[src/rtl/ofs_plat_avalon_mem_protocol_checker_wr_tracker.sv]
// Write-burst tracker: remaining beats, burst length of the open burst,
// and per-beat SOP / burst-length-change / zero-length indications.
module ofs_plat_avalon_mem_checker_wr_tracker #(
    parameter int BURST_CNT_WIDTH = 7
) (
    input  logic                       clk,
    input  logic                       reset_n,
    input  logic                       wr_acc,
    input  logic [BURST_CNT_WIDTH-1:0] burstcount,
    output logic                       sop,
    output logic                       bc_change,
    output logic                       burst_zero,
    output logic                       in_burst
);
    logic [BURST_CNT_WIDTH-1:0] wr_rem, wr_rem_nxt;
    logic [BURST_CNT_WIDTH-1:0] wr_bc, wr_bc_nxt;

    assign sop        = (wr_rem == '0);
    assign burst_zero = wr_acc && sop && (burstcount == '0);
    assign bc_change  = wr_acc && !sop && (burstcount != wr_bc);

    // Next burst state; a zero-length SOP is treated as a single beat so a
    // bad burstcount cannot open a huge phantom burst.
    always_comb begin
        wr_rem_nxt = wr_rem;
        wr_bc_nxt  = wr_bc;
        if (wr_acc) begin
            if (sop) begin
                wr_rem_nxt = burst_zero ? '0 : burstcount - BURST_CNT_WIDTH'(1);
                wr_bc_nxt  = burstcount;
            end else begin
                wr_rem_nxt = wr_rem - BURST_CNT_WIDTH'(1);
            end
        end
    end

    // Burst state registers; in_burst is kept as its own flop so it is a clean output.
    always_ff @(posedge clk) begin
        if (!reset_n) begin
            wr_rem   <= '0;
            wr_bc    <= '0;
            in_burst <= 1'b0;
        end else begin
            wr_rem   <= wr_rem_nxt;
            wr_bc    <= wr_bc_nxt;
            in_burst <= (wr_rem_nxt != '0);
        end
    end

endmodule

[config.mk]
export PLATFORM = sky130hd
export DESIGN_NAME = ofs_plat_avalon_mem_checker_wr_tracker
export DESIGN_NICKNAME = d
export VERILOG_FILES = /design/src/rtl/ofs_plat_avalon_mem_protocol_checker_wr_tracker.sv
export SDC_FILE = /design/constraint.sdc
export NUM_CORES = 1
export LEC_CHECK = 0
export ABC_AREA = 1
export CAP_MARGIN = 20
export CORE_UTILIZATION = 52
export CTS_BUF_LIST = sky130_fd_sc_hd__clkbuf_8
export CTS_CLUSTER_DIAMETER = 40
export DETAILED_ROUTE_END_ITERATION = 12
export DONT_BUFFER_PORTS = 1
export PLACE_DENSITY = 0.74
export SLEW_MARGIN = 20
export SYNTH_ARGS = -nofsm -noshare
export SYNTH_HDL_FRONTEND = slang
export SYNTH_SLANG_ARGS = --single-unit
[constraint.sdc]
create_clock -name clk -period 1.54 [get_ports clk]
set_input_delay 0.462 -clock clk [delete_from_list [all_inputs] [get_ports clk]]
set_output_delay 0.462 -clock clk [all_outputs]
set_load 0.02 [all_outputs]
==> results list, run 1 <==
* Largest family of logic cells by synthesized area: simple AND/OR/NAND/NOR gates
- Maximum number of pins on one net before global-route repair: 11
* Combinational group share of total power: 64.0%
* Area occupied by multi-input gates: 730.7 µm²
- The first detailed-routing pass ran for 4 iterations.
- The synthesized netlist devotes 7.518% of its cell area to XOR and XNOR gates.
- The count of nets left with antenna violations once routing finished came out at 0.
* Synthesized-area fraction occupied by and/or/nand/nor cells: 42.36%
- After layout, the worst setup slack is -0.2071 ns.
- DRC violation count after routing: 0
- Initial DRC Count: 26
* Series of cell instances along the critical path: inv_2 > ha_4 > inv_2 > nor2_4 > nand3_4 > nand2_4 > a21oi_4
* Top library cells by usage in the layout, fill and taps aside: 37 x sky130_fd_sc_hd__nand2_1, 21 x sky130_fd_sc_hd__buf_4, 19 x sky130_fd_sc_hd__nor2_1
- STA classifies the critical path endpoint as an output port.
* Static leakage: 0.6667 nW
- Setup TNS Final: -0.7477 ns
- Dividing total power by cell area gives a power density of 2114 nW/µm².
* Worst ir drop on vdd: 0.001195 V
* Metal2 WL: 1.252 mm
- Final setup violation count: 6
- For this run, the total global-route usage over all layers was measured as 26.90%.
* Height of the die: 46.91 µm
- The library cell used most frequently in the layout, excluding fill and tap cells, is sky130_fd_sc_hd__nand2_1.
* Violations in the final reports: setup timing
- The count of final hold-check violations came to 0.
* Final cycle utilization of the critical path: 113.4%
- For this configuration, the core starts out at a cell density of 58.19%.
* Multiplexer share of the synthesized area: 0%
- Area growth syn-to-layout: 30.55%
- Data arrival time at the worst-slack endpoint: 1.29 ns
* Adder-cell share of the synthesized area: 3.580%
- After detailed routing, no signal wire sits above met4.
- Switching fraction of total power: 44.39%
- Final worst clock skew: 0.002149 ns
- Register cell area after layout: 304.0 µm²
- CTS root buffer: sky130_fd_sc_hd__clkbuf_8
* Total clock sinks: 15
* Pint: 1.609 mW
- The worst hold path belongs to the class in -> reg.
- Die width: 46.91 µm
* Via density: 5.092
- Maximum cell stage delay along the critical path: 0.34 ns
- Placeable Area: 1802 µm²
- In the final routing, the length of wire on met1 measures 1.147 mm.
* Post-Route Hold Slack: 0.3005 ns
- Fraction of layout cells with a size suffix above 1: 32.97%
- Final weighted congestion of routability-driven global placement: 0.7936
- Summed over all layers, the routed wires come to 2.561 mm.
- Register area share after synthesis: 28.64%
- Headroom to the max-slew limit came out at 76.44%.
- Antenna violations before repair: 0
- In this run, flip-flops and latches consume 24.6% of the power.
- Total overflow reported by the global router: 0
- Number of buffers inserted during clock tree synthesis: 3
* Crit Path Class: reg -> out
- CTS tree: done
- Antenna Diode Count: 0
- The synthesized netlist devotes 9.308% of its cell area to compound gates.
- The first global-routing pass estimated 4.050 mm of wire.
- Across all layers, the routed design uses 1054 vias.
* Final Cell Area: 1369 µm²
* Placed Instances: 194
- Summing all placed instances gives a cell area of 1192 µm².
- Net switching power: 1.284 mW
- Syn_area_per_cell: 6.678 µm²
- Across the run, the number of max-cap violations was 0.
* Most frequent CP cell: sky130_fd_sc_hd__inv_2
- On the critical path, the stage with the largest delay is an instance of sky130_fd_sc_hd__dfxtp_2.
* Area of the mapped netlist: 1049 µm²
* Final Max Tran Viols: 0
- For the pin with the worst max-slew slack, the measured transition is 0.3506 ns.
* Shortest clock period the worst path allows after layout: 1.747 ns
* DIE AREA: 2200 µm²
- Of all nets on the critical path, the largest fanout is 4.
* Flop and latch count out of synthesis: 15
- WP data required: 1.08 ns
* Via count of the first global-routing pass: 976
* Io pins: 14
* Final Core Density: 75.97%
- Type of element launching the critical path: flop
* Share of total power in the clock network: 11.4%
* Number of filler cells placed in the layout: 141
* Clock latency at the later pin of the worst-skew pair: 0.25 ns
- For this run, the top clock speed supported by timing is 0.5724 GHz.
- Counting every net in the synthesized netlist gives 170.
* Site row count: 15
- Yosys printed 0 warnings.
* Synth unique cells: 22
* Post-synthesis instance total: 157
- Total Nets Final: 196
- CTS H-tree depth: 1
- Input and output buffers added on the ports amount to 0.
* Routed wire per std cell: 12.37 µm
- The run finished, with violations left.
- Non-filler instance count after layout: 207
- Detailed placement ended at an HPWL of 1.852 mm.
- Bufs on Longest Clock Path: 2
- Met3 routed WL: 108 µm
* Clock slew seen by the registers of the worst setup and hold paths: 0.07 ns
- Setup repair after global routing could not meet its margin everywhere.
==> metrics by stage <==
step	setup slack [ns]	total power [mW]
2_1_floorplan	0.001048	1.750
3_3_place_gp	-0.1127	2.110
3_5_place_dp	-0.1761	2.164
4_1_cts	-0.1818	2.740
5_1_grt	-0.2498	3.123
6_report	-0.2071	2.894
==> cells by family after synthesis <==
logic type               Yosys count
AND/OR/NAND/NOR                   90
adder cells (fa/ha/maj)            3
buffers and inverters             21
flip-flops                        15
XOR/XNOR                           9
AO/OA/AOI/OAI                     19
==> sequential cells by signal, indices dropped and copies added (netlist names) <==
name,cells
wr_bc,7
wr_rem,7
in_burst,1
==> synth_stat cells <==
library cell,number,area share [%]
sky130_fd_sc_hd__nor4_1,1,0.60
sky130_fd_sc_hd__ha_1,3,3.6
sky130_fd_sc_hd__buf_6,1,1.1
sky130_fd_sc_hd__nor2_1,22,7.9
sky130_fd_sc_hd__dfxtp_1,15,29
sky130_fd_sc_hd__inv_2,1,0.36
sky130_fd_sc_hd__buf_4,1,0.72
sky130_fd_sc_hd__nand2_2,1,0.60
sky130_fd_sc_hd__xor2_1,9,7.5
sky130_fd_sc_hd__a211oi_1,1,0.72
sky130_fd_sc_hd__nand2_1,41,15
sky130_fd_sc_hd__nor3_1,1,0.48
sky130_fd_sc_hd__or2_2,1,0.60
sky130_fd_sc_hd__o21ai_0,8,3.8
sky130_fd_sc_hd__nand3b_1,2,1.4
sky130_fd_sc_hd__inv_1,18,6.4
sky130_fd_sc_hd__nand3_1,8,3.8
sky130_fd_sc_hd__nor2_4,5,5.4
sky130_fd_sc_hd__a21oi_1,10,4.8
sky130_fd_sc_hd__nor2_2,2,1.2
sky130_fd_sc_hd__nand4_1,4,2.4
sky130_fd_sc_hd__nand3_4,2,3.3
==> critical path: cells and delay by family (launching register included) <==
family                     cells  cell delay [ns]
buffers and inverters          2             0.12
AOI/OAI and AO/OA              1             0.18
adders and majority gates      1             0.17
and+or+nand+nor                3             0.22
DFF                            1             0.34
==> metal layers <==
| layer | global-route usage [%] | vias to the layer above |
|---|---|---|
| met5 | 0 | - |
| met4 | 14.86 | 0 |
| met3 | 4.231 | 8 |
| met2 | 42.50 | 25 |
| met1 | 34.97 | 472 |
| li1 | - | 549 |
==> worst paths after layout <==
path / from / end / slack [ns] / depth (start not counted)
worst min-delay path: reset_n / wr_bc[2] / 0.30 / 2
worst max register to register: wr_rem[0] / in_burst / -0.16 / 14
worst max-delay path: wr_rem[0] / bc_change / -0.21 / 7
worst min register to register: wr_bc[3] / wr_bc[3] / 0.51 / 2
==> power groups by stage <==
stage               registers [mW]  clock network, mW  logic, mW
floorplan                    0.675                  0       1.07
global placement             0.696                  0       1.41
detailed placement           0.705                  0       1.46
CTS                          0.708              0.331       1.70
global route                 0.735              0.343       2.04
finish                       0.713              0.329       1.85
==> layout make-up <==
| cell class | instances | area share, % |
|---|---|---|
| clock buffers | 3 | 3.016 |
| clock inverters | 1 | 0.2742 |
| inverters | 19 | 5.667 |
| multi-input cells | 121 | 53.38 |
| flip-flops and latches | 15 | 22.21 |
| well taps | 25 | 2.285 |
| repair buffers | 23 | 13.16 |
==> what timing repair did <==
item / CTS / global route
setup endpoints to repair: 6 / 15
hold buffers: 0 / 0
resized for setup: 11 / 16
buffers inserted: 8 / 1
pin swaps: 5 / 6
Note: power is estimated with default switching activity, not from simulation.
==> run 2, diff against run 1 <==
- PLACE_DENSITY: 0.74 -> 0.71
- REMOVE_ABC_BUFFERS: default -> 1
- clock period: 1.54 -> 1.9 ns (I/O delays scaled with it)
==> results list, run 2 (same netlist as run 1, synthesis figures left out) <==
- Status: finished clean
- Path type of the worst min-delay path: in -> reg
- In the routed design, unresolved DRC markers number 0.
- The count of final hold-check violations came to 0.
* Overall fraction of global-route tracks in use: 25.61%
- Final Max Tran Viols: 0
- On the final layout, the worst clock skew is 0.003200 ns.
* Maximum fanout encountered on the critical timing path: 3
- Site row count: 15
* Maximum cell stage delay along the critical path: 0.32 ns
- For the finished layout, the period the worst path requires is 1.885 ns.
- Number of filler cells placed in the layout: 169
- Clock latency at the later pin of the worst-skew pair: 0.25 ns
- At the end of the flow, the number of nets in the layout was 183.
- Largest registers ranked by flip-flop count: wr_bc x7, wr_rem x7, in_burst x1
- Counting both buffers and inverters, the worst setup path holds a total of 3.
* Total overflow reported by the global router: 0
* Switching fraction of total power: 45.59%
- In this run, the clock network consumes 12.2% of the power.
* GRT busiest layer: met2
- Crit Path Class: reg -> out
- Among all stages on the critical path, the largest delay is contributed by sky130_fd_sc_hd__dfxtp_2.
* CTS tree: done
* Total of max-cap violations: 0
* Maximum number of pins on one net before global-route repair: 15
- Headroom to the max-slew limit came out at 81.81%.
- Global-route wire length before repair: 3.884 mm
- DIE AREA: 2200 µm²
- Height of the die: 46.91 µm
- STA classifies the critical path startpoint as a flop.
- Routed vias: 989
- Global Route met3 Usage: 6.923%
- Non-filler instance count after layout: 194
- Final cycle utilization of the critical path: 99.23%
* Initial DRC Count: 17
* Worst setup EP type: output port
* Clock slew seen by the registers of the worst setup and hold paths: 0.06 ns
- From synthesis to final layout, the design area changed by 18.38%.
* Fmax achieved: 0.5304 GHz
* Placed Instances: 185
- 14 I/O pins were placed.
* IO buf count: 0
* Final Cell Area: 1241 µm²
- Cells with a size suffix above 1 make up 22.49% of the layout.
- Top library cells by usage in the layout, fill and taps aside: 39 x sky130_fd_sc_hd__nand2_1, 22 x sky130_fd_sc_hd__nor2_1, 15 x sky130_fd_sc_hd__inv_1
- Total power for the finished layout comes to 2.060 mW.
* Antenna violations before repair: 0
* Power per standard cell area: 1660 nW/µm²
* Pin slew with the least headroom to its limit: 0.2707 ns
- Series of cell instances along the critical path: inv_2 > ha_4 > inv_2 > nor2_4 > nand3_4 > nand2_4 > a21oi_2 > buf_4
- Total wire length after detailed routing: 2.277 mm
- Dividing the detail-routed wire length by the instance count gives 11.74 µm.
- In this run, post-CTS hold repair placed 0 buffers.
- Summed over all nets, the half-perimeter wirelength after detailed placement is 1.750 mm.
- CTS placed an instance of sky130_fd_sc_hd__clkbuf_8 at the clock tree root.
- Pint: 1.121 mW
- First-pass iteration count of the detailed router: 4
* Static leakage: 0.6072 nW
- Final weighted congestion of routability-driven global placement: 0.8160
* WP data required: 1.33 ns
- The multi-input combinational cells in the finished layout cover a total of 711.9 µm².
- Cells fill 68.89% of the core in the end.
* Data arrival time at the worst-slack endpoint: 1.32 ns
- The longest clock path from root to sink contains 2 buffers.
- After floorplanning, the core was sized to cover 1802 µm².
- The repair_antennas step left the layout with diodes totalling 0.
- Sequential share of power: 28.0%
* Total clock sinks: 15
- CP top delay family: flip-flops
- Via density: 5.098
- Of the total power, combinational logic draws 59.8%.
- Buffers inserted during clock tree synthesis total 3.
- Measured along the x axis, the die boundary spans 46.91 µm.
- Summing all placed instances gives a cell area of 1099 µm².
* Net switching power: 0.9392 mW
* Initial standard-cell utilization of the core: 58.19%
- In this run the number of H-tree levels came out at 1.
- Most frequent CP cell: sky130_fd_sc_hd__inv_2
- Final setup violation count: 0
* RSZ-0062 raised after global routing: true
* Global-route met2 utilization: 37.22%
* Worst ir drop on vdd: 0.001016 V
* Most common library cell in the layout ignoring fill and taps: sky130_fd_sc_hd__nand2_1
* Post-Route Hold Slack: 0.4543 ns
- The count of nets left with antenna violations once routing finished came out at 0.
* Register cell area after layout: 304.0 µm²
- Via count of the first global-routing pass: 931
* M1 GR Usage: 33.49%
## run 2: final timing paths
| check | from | to | slack [ns] | depth (start not counted) |
|---|---|---|---|---|
| max | wr_rem[0] | bc_change | 0.01 | 8 |
| min | reset_n | wr_bc[3] | 0.45 | 2 |
| max reg2reg | wr_rem[0] | in_burst | 0.24 | 13 |
| min reg2reg | wr_bc[2] | wr_bc[2] | 0.51 | 2 |
## run 2: cell type report
cell class / instances / share of cell area [%]
clock inverters: 1 / 0.3024
multi-input cells: 121 / 57.36
flip-flops and latches: 15 / 24.50
well taps: 25 / 2.520
inverters: 19 / 5.948
repair buffers: 10 / 6.048
clock buffers: 3 / 3.327
## run 2: metrics by stage
stage	TNS (ns)	setup WS, ns
2_1_floorplan	0	0.04700
3_3_place_gp	0	0.06727
3_5_place_dp	0	0.05621
4_1_cts	-0.01968	-0.01968
5_1_grt	-0.07579	-0.04919
6_report	0	0.01454
## run 2: power groups by stage
stage          logic [mW]  clock network [mW]  registers (mW)
3_5_place_dp         1.04                   0           0.568
3_3_place_gp         1.02                   0           0.565
5_1_grt              1.40               0.268           0.596
4_1_cts              1.17               0.257           0.570
2_1_floorplan       0.816                   0           0.546
6_report             1.23               0.251           0.577
## run 2: worst register-to-register path: cells and delay by family (launching register included)
kind / cells / cell delay (ns)
adders and majority gates: 1 / 0.14
DFF: 1 / 0.32
buffers and inverters: 4 / 0.40
and+or+nand+nor: 8 / 0.67
## run 2: routing by layer
metal	wire [µm]	up-vias
met3	92	9
met2	994	20
met5	0	-
met1	1119	439
li1	-	521
met4	72	0
## run 2: what timing repair did
item,in CTS,in global routing
cloned,0,0
gates resized for setup,10,8
pin swaps,3,5
setup buffers,3,2
setup endpoints to repair,3,2
==> run 3, diff against run 2 <==
- CAP_MARGIN: 20 -> default
- MAX_ROUTING_LAYER: default -> met4
==> results list, run 3 (same netlist as run 1, synthesis figures left out) <==
* CTS H-tree depth: 1
* Worst slew margin relative to its limit: 82.37%
* Final worst-path setup slack: 0.01479 ns
* Height of the die: 46.91 µm
* Fraction of layout cells with a size suffix above 1: 22.49%
- Pin slew with the least headroom to its limit: 0.2624 ns
- Of the total power, registers draw 28.0%.
- Pint: 1.121 mW
* Final Cell Area: 1241 µm²
* Largest registers ranked by flip-flop count: wr_bc x7, wr_rem x7, in_burst x1
- Site row count: 15
* Via density: 5.129
* Final weighted congestion of routability-driven global placement: 0.8281
- Entering global routing, the biggest net connects 15 pins.
- IO buf count: 0
* Io pins: 14
- IR analysis of the VDD net gives a maximum drop of 0.001017 V.
* Type of element launching the critical path: flop
- Crit Path Class: reg -> out
- Overall Power: 2.061 mW
- Total of max-cap violations: 0
- Clock latency at the later pin of the worst-skew pair: 0.25 ns
* Post-placement setup slack: 0.05621 ns
- After detailed routing, the met3 layer carries 85 µm of wire.
- Adding up every negative setup slack in the final design gives 0 ns.
* Final setup violation count: 0
- Net switching power: 0.9400 mW
- The finished layout holds 194 standard cells, fillers aside.
- The root buffer cell chosen for the clock tree is sky130_fd_sc_hd__clkbuf_8.
* Max layer used: met4
* Area growth syn-to-layout: 18.38%
* Placed Instances: 185
- Series of cell instances along the critical path: inv_2 > ha_4 > inv_2 > nor2_4 > nand3_4 > nand2_4 > a21oi_2 > buf_4
- Total overflow reported by the global router: 0
- Once the floorplan was initialized, standard cells occupied 58.19% of the core.
- In the layout the commonest cells are 39 x sky130_fd_sc_hd__nand2_1, 22 x sky130_fd_sc_hd__nor2_1, 15 x sky130_fd_sc_hd__inv_1.
* Shortest clock period the worst path allows after layout: 1.885 ns
* Fmax achieved: 0.5304 GHz
- First-pass iteration count of the detailed router: 4
* Combinational group share of total power: 59.8%
- Among the stages of the critical path, the cell type that occurs most often is sky130_fd_sc_hd__inv_2.
- Total Nets Final: 183
- Per report_power, the clock group accounts for 12.2% of the total.
- Library cell contributing the largest single delay on the critical path: sky130_fd_sc_hd__dfxtp_2
- STA puts the critical path data required time at 1.33 ns.
- Number of buffers inserted during clock tree synthesis: 3
- The number of max-slew violations in the final report is 0.
* Most common library cell in the layout ignoring fill and taps: sky130_fd_sc_hd__nand2_1
- Post-cts hold buffer count: 0
- On the worst path, the slowest cell contributes a delay of 0.32 ns.
* Die width: 46.91 µm
- Setup repair after global routing could not meet its margin everywhere.
* Overall fraction of global-route tracks in use: 26.29%
- Static leakage: 0.6072 nW
- Data arrival time at the worst-slack endpoint: 1.32 ns
* Routed vias: 995
- Count of buffer and inverter cells on the critical path: 3
- Final cycle utilization of the critical path: 99.22%
* Placeable Area: 1802 µm²
* Antenna Diode Count: 0
- In the routed design, unresolved DRC markers number 0.
- CP top delay family: flip-flops
- Worst setup EP type: output port
- The initial antenna violation count came to 0.
* Initial DRC Count: 16
- Power per standard cell area: 1660 nW/µm²
- Metal2 WL: 1.002 mm
* CTS tree: done
- Net switching is 45.61% of the power.
- Path type of the worst min-delay path: in -> reg
- In this run the worst path has a maximum fanout of 3.
* Post-route antenna net violation count: 0
* Half-perimeter wire length of the detailed placement result: 1.750 mm
- Placed standard-cell area: 1099 µm²
* Bufs on Longest Clock Path: 2
* Routed wire per std cell: 11.73 µm
* Final worst clock skew: 0.003202 ns
* Final hold viol count: 0
* Total clock sinks: 15
- DIE AREA: 2200 µm²
* Clock slew seen by the registers of the worst setup and hold paths: 0.06 ns
* M1 WL: 1.115 mm
* Global-route wire length before repair: 3.877 mm
* Via count of the first global-routing pass: 934
- The flow ran to the end, and the final reports show no timing, DRC or antenna violations.
- Total wire length after detailed routing: 2.275 mm
run 3: cell counts in the layout (fill, tap and decap cells not counted):
No cell type changed its count.
run 3: layout make-up:
class	instances	area [µm²]
fillers	169	560.5
well taps	25	31.28
clock buffers	3	41.29
clock inverters	1	3.754
multi-input cells	121	711.9
repair buffers	10	75.07
inverters	19	73.82
flip-flops and latches	15	304.0
run 3: worst reg2reg max path, stage by stage, from the launching register on:
cell and delay [ns]:
sky130_fd_sc_hd__dfxtp_2 0.32, sky130_fd_sc_hd__inv_2 0.07, sky130_fd_sc_hd__ha_4 0.14, sky130_fd_sc_hd__inv_2 0.04, sky130_fd_sc_hd__nor2_4 0.10, sky130_fd_sc_hd__nand3_4 0.10, sky130_fd_sc_hd__buf_4 0.16, sky130_fd_sc_hd__buf_4 0.13
sky130_fd_sc_hd__nand4_1 0.07, sky130_fd_sc_hd__nand2_1 0.05, sky130_fd_sc_hd__nor2_1 0.13, sky130_fd_sc_hd__nand3_1 0.09, sky130_fd_sc_hd__nor2_1 0.09, sky130_fd_sc_hd__nor2_1 0.04
run 3: power by group through the flow:
stage	Combinational (mW)	Sequential (mW)	Clock, mW
2_1_floorplan	0.816	0.546	0
3_3_place_gp	1.02	0.565	0
3_5_place_dp	1.04	0.568	0
4_1_cts	1.17	0.570	0.257
5_1_grt	1.40	0.596	0.268
6_report	1.23	0.578	0.251
run 3: what timing repair did:
action                     in CTS  in global routing
cloned                          0                  0
setup buffers                   3                  2
setup endpoints to repair       3                  2
resized for setup              10                  8
pin swaps                       3                  5
run 3: final timing paths:
path | cells past startpoint | startpoint | slack, ns | end
setup / recovery | 8 | wr_rem[0] | 0.01 | bc_change
hold / removal | 2 | reset_n | 0.45 | wr_bc[3]
setup reg to reg | 13 | wr_rem[0] | 0.24 | in_burst
hold reg to reg | 2 | wr_bc[2] | 0.51 | wr_bc[2]
run 3: routing by layer:
metal  track usage, %  up-vias
met1            32.79      445
li1                 -      520
met2            37.50       21
met5                -        -
met4            16.00        0
met3            6.923        9
run 3: per-stage QoR:
stage / hold slack (ns) / utilization (%)
after floorplan: 0.4756 / -
after global placement: 0.4927 / 60.97
after detailed placement: 0.4987 / 60.97
final: 0.4539 / 68.89
after CTS: 0.4543 / 66.11
after global routing: 0.4636 / 68.89
